[config.mk]
export PLATFORM = sky130hd
export DESIGN_NAME = fpu_addsub
export DESIGN_NICKNAME = d
export VERILOG_FILES = /design/src/rtl/fpu_pkg.sv /design/src/rtl/fp_lzc.sv /design/src/rtl/fpu_addsub.sv
export SDC_FILE = /design/constraint.sdc
export NUM_CORES = 1
export LEC_CHECK = 0
export BUFFER_PORTS_ARGS = -buffer_cell sky130_fd_sc_hd__buf_4
export CAP_MARGIN = 30
export CORE_MARGIN = 5
export CORE_UTILIZATION = 55
export CTS_CLUSTER_DIAMETER = 120
export DETAILED_ROUTE_END_ITERATION = 8
export PLACE_DENSITY = 0.72
export SKIP_LAST_GASP = 1
export SLEW_MARGIN = 20
export SYNTH_ARGS = -nofsm -noshare
export SYNTH_HDL_FRONTEND = slang
export SYNTH_SLANG_ARGS = --single-unit
[constraint.sdc]
create_clock -name clk -period 10.1 [get_ports clk]
set_input_delay 2.02 -clock clk [delete_from_list [all_inputs] [get_ports clk]]
set_output_delay 2.02 -clock clk [all_outputs]
set_load 0.05 [all_outputs]
[src/rtl/fpu_pkg.sv]
// Shared encodings and field widths for the single-precision add/subtract unit.
package fpu_pkg;
  localparam int EXP_W   = 8;
  localparam int FRAC_W  = 23;
  localparam int SIG_W   = FRAC_W + 1;
  localparam int EXT_W   = 27;
  localparam int SUM_W   = EXT_W + 1;
  localparam int BIAS    = 127;
  localparam int EXP_INF = 2 * BIAS + 1;
  localparam logic [EXP_W-1:0] EXP_MAX = EXP_W'(EXP_INF);
  localparam logic [31:0] QNAN = 32'h7FC0_0000;

  typedef enum logic [2:0] {
    S_IDLE,
    S_UNPACK,
    S_ALIGN,
    S_ADD,
    S_NORM,
    S_ROUND,
    S_DONE
  } state_e;
endpackage

[src/rtl/fp_lzc.sv]
// Leading-zero count of the 28-bit raw sum; an all-zero input reports 28.
module fp_lzc
  import fpu_pkg::*;
(
  input  logic [SUM_W-1:0] in_i,
  output logic [4:0]       cnt_o
);
  always_comb begin
    cnt_o = 5'(SUM_W);
    // Scanning upward lets the highest set bit win.
    for (int i = 0; i < SUM_W; i++) begin
      if (in_i[i]) cnt_o = 5'(SUM_W - 1 - i);
    end
  end
endmodule

[src/rtl/fpu_addsub.sv]
// Multi-cycle IEEE-754 single add/subtract, flush-to-zero, round-to-nearest-even.
// One pipeline stage per FSM state; result is written back through we/wa/wd.
module fpu_addsub
  import fpu_pkg::*;
#(
  parameter int WIDTH = 32,
  parameter int SCALE = 5
) (
  input  logic             clk,
  input  logic             rst,
  input  logic             start,
  input  logic             op,
  input  logic [WIDTH-1:0] a,
  input  logic [WIDTH-1:0] b,
  input  logic [SCALE-1:0] dst,
  output logic             busy,
  output logic             we,
  output logic [SCALE-1:0] wa,
  output logic [WIDTH-1:0] wd
);
  state_e state_q, state_d;

  logic [WIDTH-1:0] a_q, b_q, wd_q, spec_val_q, spec_val_d, res_d;
  logic             op_q, spec_q, spec_d;
  logic [SCALE-1:0] dst_q;
  logic             sa_q, sb_q, sa_d, sb_d, sl_q, sl_d, sub_q, sub_d, zero_q, zero_d;
  logic [EXP_W-1:0] ea_q, eb_q, ea_d, eb_d, el_q, el_d;
  logic [SIG_W-1:0] ma_q, mb_q, ma_d, mb_d;
  logic [EXT_W-1:0] xl_q, xs_q, xl_d, xs_d, mant_q, mant_d;
  logic [SUM_W-1:0] sum_q, sum_d;
  logic signed [9:0] exp_q, exp_d;

  always_comb begin
    state_d = state_q;
    unique case (state_q)
      S_IDLE:   if (start) state_d = S_UNPACK;
      S_UNPACK: state_d = S_ALIGN;
      S_ALIGN:  state_d = S_ADD;
      S_ADD:    state_d = S_NORM;
      S_NORM:   state_d = S_ROUND;
      S_ROUND:  state_d = S_DONE;
      default:  state_d = S_IDLE;
    endcase
  end

  // Unpack: flush subnormals, fold op into b's sign, decide special results early.
  logic [FRAC_W-1:0] fa, fb;
  logic nan_any, inf_a, inf_b;
  always_comb begin
    fa      = a_q[FRAC_W-1:0];
    fb      = b_q[FRAC_W-1:0];
    ea_d    = a_q[FRAC_W +: EXP_W];
    eb_d    = b_q[FRAC_W +: EXP_W];
    sa_d    = a_q[WIDTH-1];
    sb_d    = b_q[WIDTH-1] ^ op_q;
    ma_d    = (ea_d == '0) ? '0 : {1'b1, fa};
    mb_d    = (eb_d == '0) ? '0 : {1'b1, fb};
    nan_any = (ea_d == EXP_MAX && fa != '0) || (eb_d == EXP_MAX && fb != '0);
    inf_a   = (ea_d == EXP_MAX) && (fa == '0);
    inf_b   = (eb_d == EXP_MAX) && (fb == '0);
    spec_d  = nan_any | inf_a | inf_b;
    if (nan_any || (inf_a && inf_b && (sa_d != sb_d))) spec_val_d = QNAN;
    else if (inf_a) spec_val_d = {sa_d, EXP_MAX, {FRAC_W{1'b0}}};
    else            spec_val_d = {sb_d, EXP_MAX, {FRAC_W{1'b0}}};
  end

  // Align: larger magnitude first, smaller shifted right with guard/round/sticky.
  logic             a_big;
  logic [EXP_W-1:0] es, diff;
  logic [SIG_W-1:0] ml, ms;
  logic [EXT_W-1:0] ext_s, shr, lost_mask;
  always_comb begin
    a_big     = {ea_q, ma_q} >= {eb_q, mb_q};
    el_d      = a_big ? ea_q : eb_q;
    es        = a_big ? eb_q : ea_q;
    ml        = a_big ? ma_q : mb_q;
    ms        = a_big ? mb_q : ma_q;
    sl_d      = a_big ? sa_q : sb_q;
    sub_d     = sa_q ^ sb_q;
    diff      = el_d - es;
    xl_d      = {ml, 3'b000};
    ext_s     = {ms, 3'b000};
    shr       = ext_s >> diff;
    lost_mask = (EXT_W'(1) << diff) - EXT_W'(1);
    if (diff >= 8'd26) xs_d = {{(EXT_W-1){1'b0}}, |ms};
    else               xs_d = {shr[EXT_W-1:1], shr[0] | (|(ext_s & lost_mask))};
  end

  assign sum_d = sub_q ? ({1'b0, xl_q} - {1'b0, xs_q}) : ({1'b0, xl_q} + {1'b0, xs_q});

  logic [4:0] lz;
  fp_lzc u_lzc (
    .in_i  (sum_q),
    .cnt_o (lz)
  );

  // Normalize: the hidden bit belongs at bit 26; bit 27 is the adder carry.
  always_comb begin
    zero_d = (sum_q == '0);
    if (sum_q[SUM_W-1]) begin
      mant_d = {sum_q[SUM_W-1:2], sum_q[1] | sum_q[0]};
      exp_d  = $signed({2'b00, el_q}) + 10'sd1;
    end else begin
      mant_d = sum_q[EXT_W-1:0] << (lz - 5'd1);
      exp_d  = $signed({2'b00, el_q}) - $signed({5'b00000, lz}) + 10'sd1;
    end
  end

  logic              rnd_up;
  logic [SIG_W:0]    rnd;
  logic [FRAC_W-1:0] frac_r;
  logic signed [9:0] exp_r;
  always_comb begin
    rnd_up = mant_q[2] & (mant_q[1] | mant_q[0] | mant_q[3]);
    rnd    = {1'b0, mant_q[EXT_W-1:3]} + {{SIG_W{1'b0}}, rnd_up};
    frac_r = rnd[SIG_W] ? rnd[SIG_W-1:1] : rnd[FRAC_W-1:0];
    exp_r  = exp_q + $signed({9'b0, rnd[SIG_W]});
    if (spec_q)                     res_d = spec_val_q;
    else if (zero_q)                res_d = {~sub_q & sl_q, {(WIDTH-1){1'b0}}};
    else if (exp_r >= 10'(EXP_INF)) res_d = {sl_q, EXP_MAX, {FRAC_W{1'b0}}};
    else if (exp_r <= 10'sd0)       res_d = {sl_q, {(WIDTH-1){1'b0}}};
    else                            res_d = {sl_q, exp_r[EXP_W-1:0], frac_r};
  end

  always_ff @(posedge clk or posedge rst) begin
    if (rst) begin
      state_q <= S_IDLE;
      {a_q, b_q, op_q, dst_q, wd_q} <= '0;
      {sa_q, sb_q, ea_q, eb_q, ma_q, mb_q, spec_q, spec_val_q} <= '0;
      {sl_q, sub_q, el_q, xl_q, xs_q, sum_q, mant_q, exp_q, zero_q} <= '0;
    end else begin
      state_q <= state_d;
      unique case (state_q)
        S_IDLE: if (start) begin
          a_q   <= a;
          b_q   <= b;
          op_q  <= op;
          dst_q <= dst;
        end
        S_UNPACK: begin
          {sa_q, sb_q, ea_q, eb_q, ma_q, mb_q} <= {sa_d, sb_d, ea_d, eb_d, ma_d, mb_d};
          spec_q     <= spec_d;
          spec_val_q <= spec_val_d;
        end
        S_ALIGN: {sl_q, sub_q, el_q, xl_q, xs_q} <= {sl_d, sub_d, el_d, xl_d, xs_d};
        S_ADD:   sum_q <= sum_d;
        S_NORM:  {mant_q, exp_q, zero_q} <= {mant_d, exp_d, zero_d};
        S_ROUND: wd_q <= res_d;
        default: ;
      endcase
    end
  end

  assign busy = (state_q != S_IDLE) && (state_q != S_DONE);
  assign we   = (state_q == S_DONE);
  assign wa   = dst_q;
  assign wd   = wd_q;
endmodule

==> flow_summary_export.csv, run 1 <==
group,metric,value,unit
cells_and_area,fin_cells,2719,
clock_network,cts_sinks,302,
cells_and_area,final_area,22300,µm²
timing,finalClockSkew,0.0141,ns
timing,finalCritPeriodShare,0.576,
routing,wl_per_cell,20.0,µm
critical_path,crit_fanout,27,
critical_path,r2r_end,"xs_q[0]$_DFFE_PP0P_",
timing,worst_pin_slew,0.951,ns
timing,period_minus_slack,5.82,ns
timing,maxSlewViolCount,0,
cells_and_area,final_util,0.616,
worst_hold_path,hold_path_class,"reg2reg",
placed_design,dp_cells,2653,
job,cap_violations,0,
die,start_util,0.553,
routing,drt_pass1_iterations,8,
critical_path,cp.arrival,6.22,ns
clock_network,clkTransAtPathRegs,0.06,ns
clock_network,cts_made_buffers,35,
clock_network,post_cts_resized,0,
cells_and_area,drive_gt1_frac,0.157,
synth,synth_fp_nets,2342,
clock_network,holdBufCountCts,0,
synth,post_synth.cell_area_avg,9.22,µm²
die,rows,70,
routing,drt_iter0_markers,1385,
clock_network,tritoncts,"done",
clock_network,clk_latency,0.54,ns
timing,setup_viol,0,
critical_path,r2r_start,"eb_q[0]$_DFFE_PP0P_",
routing,drt-vias-per-instance,6.11,
routing,drc,0,
synth,synth_area_leaders,"dfrtp_1 38%, mux2i_1 7.2%, ha_1 5.8%",
timing,final_hold_viol_count,0,
routing,num_vias,16600,
cells_and_area,final_nets,2396,
synth,synth.yosys.seq_area_share,0.377,
routing,wl,54.3,mm
grt,grt_first_pass_wirelength,89.1,mm
die,die_x,201,µm
synth,synth_most_common_cell,"dfrtp_1",
run_status,status,"finished clean",
synth,synth.cell_area,20000,µm²
timing,max-slew-margin-rel,0.366,
synth,ys_async_sr_fraction,1.00,
placed_design,place_congestion,0.953,
grt,track_usage,0.266,
critical_path,required,10.50,ns
cells_and_area,n_antenna_cell,0,
die,dieArea,40300,µm²
timing,setup_tns,0,ns
critical_path,r2r_slack,4.28,ns
clock_network,h-tree-depth,2,
critical_path,worst-setup-path-type,"reg2reg",
placed_design,place_area,21200,µm²
timing,fmax,0.172,GHz
critical_path,crit_start,"eb_q[0]$_DFFE_PP0P_",
worst_hold_path,hold_start,"spec_val_q[30]$_DFFE_PP0P_",
die,dieHeight,201,µm
synth,yosysWarnings,0,
critical_path,cp-start-kind,"flip-flop",
grt,grt_max_degree,79,
synth,synth_edf_count,0,
clock_network,cts_setup_buffers,0,
placed_design,port_buffers,111,
synth,synth_cell_types,95,
synth,ys_top_cells_by_count,"302 x dfrtp_1, 299 x nand2_1, 204 x o21ai_0, 144 x mux2i_1, 110 x nor2_1",
critical_path,crit_end,"xs_q[0]$_DFFE_PP0P_",
synth,yosysTopAreaCell,"dfrtp_1",
die,io_pins,112,
critical_path,end_kind,"flip-flop",
synth,synthCells,2174,
grt,grt_pass1_vias,16400,
clock_network,root_buffer,"clkbuf_16",
critical_path,reg2reg_depth,16,
timing,rsz0062_at_grt,"no",
grt,antenna_found_initial,0,
synth,synth_seq_cells,302,
grt,overflow,0,
clock_network,ctsLongestPathBuffers,3,
routing,ant_nets,0,
cells_and_area,syn2layout_area_growth,11.4,%
placed_design,dp_hpwl,40.4,mm
synth,synth_ff_type,"dfrtp_1",
synth,yosysTopAreaCellShare,0.377,
die,core-area,36300,µm²
[stage by stage]
step	hold WS (ns)	setup slack, ns
5_1_grt	0.495	3.94
6_report	0.466	4.28
4_1_cts	0.464	4.20
2_1_floorplan	0.425	4.06
3_3_place_gp	0.444	4.41
3_5_place_dp	0.450	4.26
[flip-flops by register name, indices dropped and copies added (netlist names)]
| name | flops |
|---|---|
| op_q | 1 |
| wa | 5 |
| el_q | 8 |
| exp_q | 10 |
| sa_q | 1 |
| ea_q | 8 |
| zero_q | 1 |
| eb_q | 8 |
| b_q | 32 |
| spec_q | 1 |
| spec_val_q | 3 |
| sum_q | 28 |
| sb_q | 1 |
| sub_q | 1 |
| sl_q | 1 |
| ma_q | 24 |
| a_q | 32 |
| xs_q | 27 |
| xl_q | 24 |
| mant_q | 27 |
| wd | 32 |
| state_q | 3 |
| mb_q | 24 |
[how the worst min path moves through the flow]
| stage | cells after the start | end | slack, ns |
|---|---|---|---|
| floorplan | 1 | spec_val_q[30]$_DFFE_PP0P_ | 0.43 |
| global placement | 1 | spec_val_q[30]$_DFFE_PP0P_ | 0.44 |
| detailed placement | 1 | spec_val_q[30]$_DFFE_PP0P_ | 0.45 |
| CTS | 1 | spec_val_q[30]$_DFFE_PP0P_ | 0.46 |
| global route | 1 | spec_val_q[30]$_DFFE_PP0P_ | 0.49 |
| finish | 1 | spec_val_q[30]$_DFFE_PP0P_ | 0.47 |
[final cells by class]
cell class,count,area (µm²)
Timing Repair Buffer,145,1150
Sequential cell,302,7560
Clock buffer,52,1010
Inverter,102,389
Multi-Input combinational cell,1642,11600
Fill cell,3157,13900
Clock inverter,8,51.3
Tap cell,468,586
[cells in the final DEF, fill, tap and decap left out, drive strengths merged, types with 11 or more instances in the layout]
cell	n
a22o	28
nand3	40
o31ai	29
or3	15
a21o	20
nand2b	17
inv	100
o21ai	207
o21a	11
xnor2	43
a211oi	26
o21bai	14
nor3	47
a21oi	107
mux4	26
buf	145
nor2b	17
nand4	21
xor2	36
nand2	301
dfrtp	302
ha	93
clkbuf	52
and3	20
mux2i	144
nor2	110
mux2	80
o22ai	24
nor4	23
a31oi	16
[cells by family (layout without fill, tap and decap cells)]
logic type | after synthesis | count (layout) | share of synthesized area
AND/OR/NAND/NOR | 651 | 651 | 0.151
buffers and inverters | 230 | 307 | 0.0475
flip-flops | 302 | 302 | 0.377
adder cells (fa/ha/maj) | 96 | 96 | 0.0606
multiplexers | 250 | 250 | 0.146
XOR/XNOR | 79 | 79 | 0.0357
AO/OA/AOI/OAI | 566 | 566 | 0.182
[per-layer routing]
layer  share of wire  track usage  wire (µm)
met4           0.021       0.0666       1150
met2            0.47        0.430      25400
met5               0            0          0
met3           0.058       0.0388       3160
met1            0.45        0.379      24600
[worst max-delay path, stage by stage (launching register included)]
cell and delay, ns:
dfrtp_1 0.38, inv_1 0.08, ha_1 0.84, inv_4 0.27, or4_4 0.63, nor3_4 0.26, a21oi_4 0.11, mux2i_1 0.30
ha_1 0.65, inv_1 0.82, nand2_1 0.12, a31oi_1 0.36, o21ai_0 0.11, o21ai_0 0.17, o21ai_0 0.16, a221oi_1 0.28
a31oi_1 0.12
Power of run 1 is left out: the tool's default activity adds up to more than one toggle a clock period on the data nets, which glitch-free logic cannot reach.
==> inputs of run 2 (changes only) <==
Settings changed: PLACE_DENSITY 0.72 to 0.69.
Clock period 10.1 ns to 6.01 ns, I/O delays scaled along.
==> flow_summary_export.csv, run 2 (synthesis gave the netlist of run 1 again) <==
group,metric,value,unit
run_status,status,"finished clean",
timing,finalClockSkew,0.0188,ns
grt,grt_max_degree,158,
clock_network,cts_sinks,302,
critical_path,crit_fanout,13,
clock_network,clkTransAtPathRegs,0.05,ns
clock_network,cts_setup_buffers,0,
clock_network,holdBufCountCts,0,
clock_network,ctsLongestPathBuffers,3,
timing,max-slew-margin-rel,0.357,
clock_network,clk_latency,0.54,ns
critical_path,cpMostUsedCell,"ha_1",
routing,wl,54.2,mm
critical_path,crit_chain,"and2_1, ha_1, and3_1, and3_1, nand4_1, nor2_1, nand4_1, nor3_1, ha_1, ha_1, nand3_1, nor2_1, nand3_1, xor2_1, nand2_1, or4_1, o21ai_0, or4_1, or3_1, o21ai_0",
timing,setup_viol,0,
timing,worst_pin_slew,0.964,ns
routing,wl_per_cell,19.9,µm
timing,rsz0062_at_grt,"no",
clock_network,tritoncts,"done",
timing,final_hold_viol_count,0,
die,rows,70,
clock_network,post_cts_resized,0,
clock_network,cts_made_buffers,35,
timing,maxSlewViolCount,0,
routing,drt_iter0_markers,1178,
cells_and_area,layout_commonest_cell,"dfrtp_1",
die,dieArea,40300,µm²
cells_and_area,layout_common_cells,"302 x dfrtp_1, 299 x nand2_1, 204 x o21ai_0",
routing,drt-vias-per-instance,6.12,
critical_path,slowest_stage,"nor3_1",
cells_and_area,final_util,0.619,
timing,fmax,0.185,GHz
routing,num_vias,16700,
grt,overflow,0,
timing,period_minus_slack,5.40,ns
critical_path,cp.arrival,5.80,ns
die,die_x,201,µm
die,start_util,0.553,
routing,drc,0,
grt,grt_pass1_vias,16500,
routing,ant_nets,0,
placed_design,place_congestion,0.951,
clock_network,h-tree-depth,2,
placed_design,dp_hpwl,40.3,mm
die,io_pins,112,
timing,setup_tns,0,ns
job,cap_violations,0,
worst_hold_path,hold_path_class,"reg2reg",
timing,finalCritPeriodShare,0.899,
placed_design,port_buffers,111,
critical_path,worst-setup-path-type,"reg2reg",
cells_and_area,n_antenna_cell,0,
grt,grt_first_pass_wirelength,89.0,mm
routing,drt_pass1_iterations,5,
critical_path,end_kind,"flip-flop",
critical_path,required,6.40,ns
grt,antenna_found_initial,0,
cells_and_area,final_nets,2400,
cells_and_area,drive_gt1_frac,0.161,
cells_and_area,syn2layout_area_growth,12.1,%
grt,track_usage,0.265,
die,core-area,36300,µm²
die,dieHeight,201,µm
critical_path,max_stage_delay,0.46,ns
clock_network,root_buffer,"clkbuf_16",
critical_path,cp-start-kind,"flip-flop",
[run 2: final cells by class]
class                   instances  area, µm²
multi-input cells            1642      11600
clock buffers                  51       1040
clock inverters                 9        130
well taps                     468        586
fillers                      3159      13800
flip-flops and latches        302       7560
inverters                     102        389
repair buffers                149       1170
[run 2: worst paths after layout]
path                                  startpoint              endpoint  slack, ns  cells past startpoint
min in group asynchronous                    rst    a_q[8]$_DFFE_PP0P_       0.84                      3
max in group asynchronous                    rst  xl_q[23]$_DFFE_PP0P_       4.36                      3
min reg2reg                   wd[17]$_DFFE_PP0N_    wd[17]$_DFFE_PP0N_       0.48                      2
max reg2reg                mant_q[2]$_DFFE_PP0P_     wd[5]$_DFFE_PP0N_       0.61                     20
max                        mant_q[2]$_DFFE_PP0P_     wd[5]$_DFFE_PP0N_       0.61                     20
min                           wd[17]$_DFFE_PP0N_    wd[17]$_DFFE_PP0N_       0.48                      2
[run 2: worst max-delay path: cells and delay by family (launching register included)]
| kind | cells | cell delay [ns] |
|---|---|---|
| compound gates | 2 | 0.39 |
| simple gates | 14 | 3.51 |
| fa+ha+maj | 3 | 0.71 |
| flops | 1 | 0.37 |
| xor+xnor | 1 | 0.26 |
[run 2: routing by layer]
metal  track usage  up-vias  share of wire
met5             0        -              0
met4        0.0966        0          0.034
met3        0.0334      107          0.049
met2         0.432      500           0.47
met1         0.367     8074           0.45
li1              -     7972              -
[run 2: metrics by stage]
| step | hold slack, ns | std cells | setup slack, ns | instance area, µm² |
|---|---|---|---|---|
| finish | 0.481 | 2723 | 0.609 | 22500 |
| global route | 0.503 | 2723 | 0.0489 | 22500 |
| CTS | 0.487 | 2720 | 0.634 | 22400 |
| detailed placement | 0.473 | 2660 | 0.692 | 21200 |
| global placement | 0.466 | 2659 | 0.901 | 21200 |
| floorplan | 0.425 | 2174 | 0.793 | 20000 |
Power of run 2 is left out for the same reason.
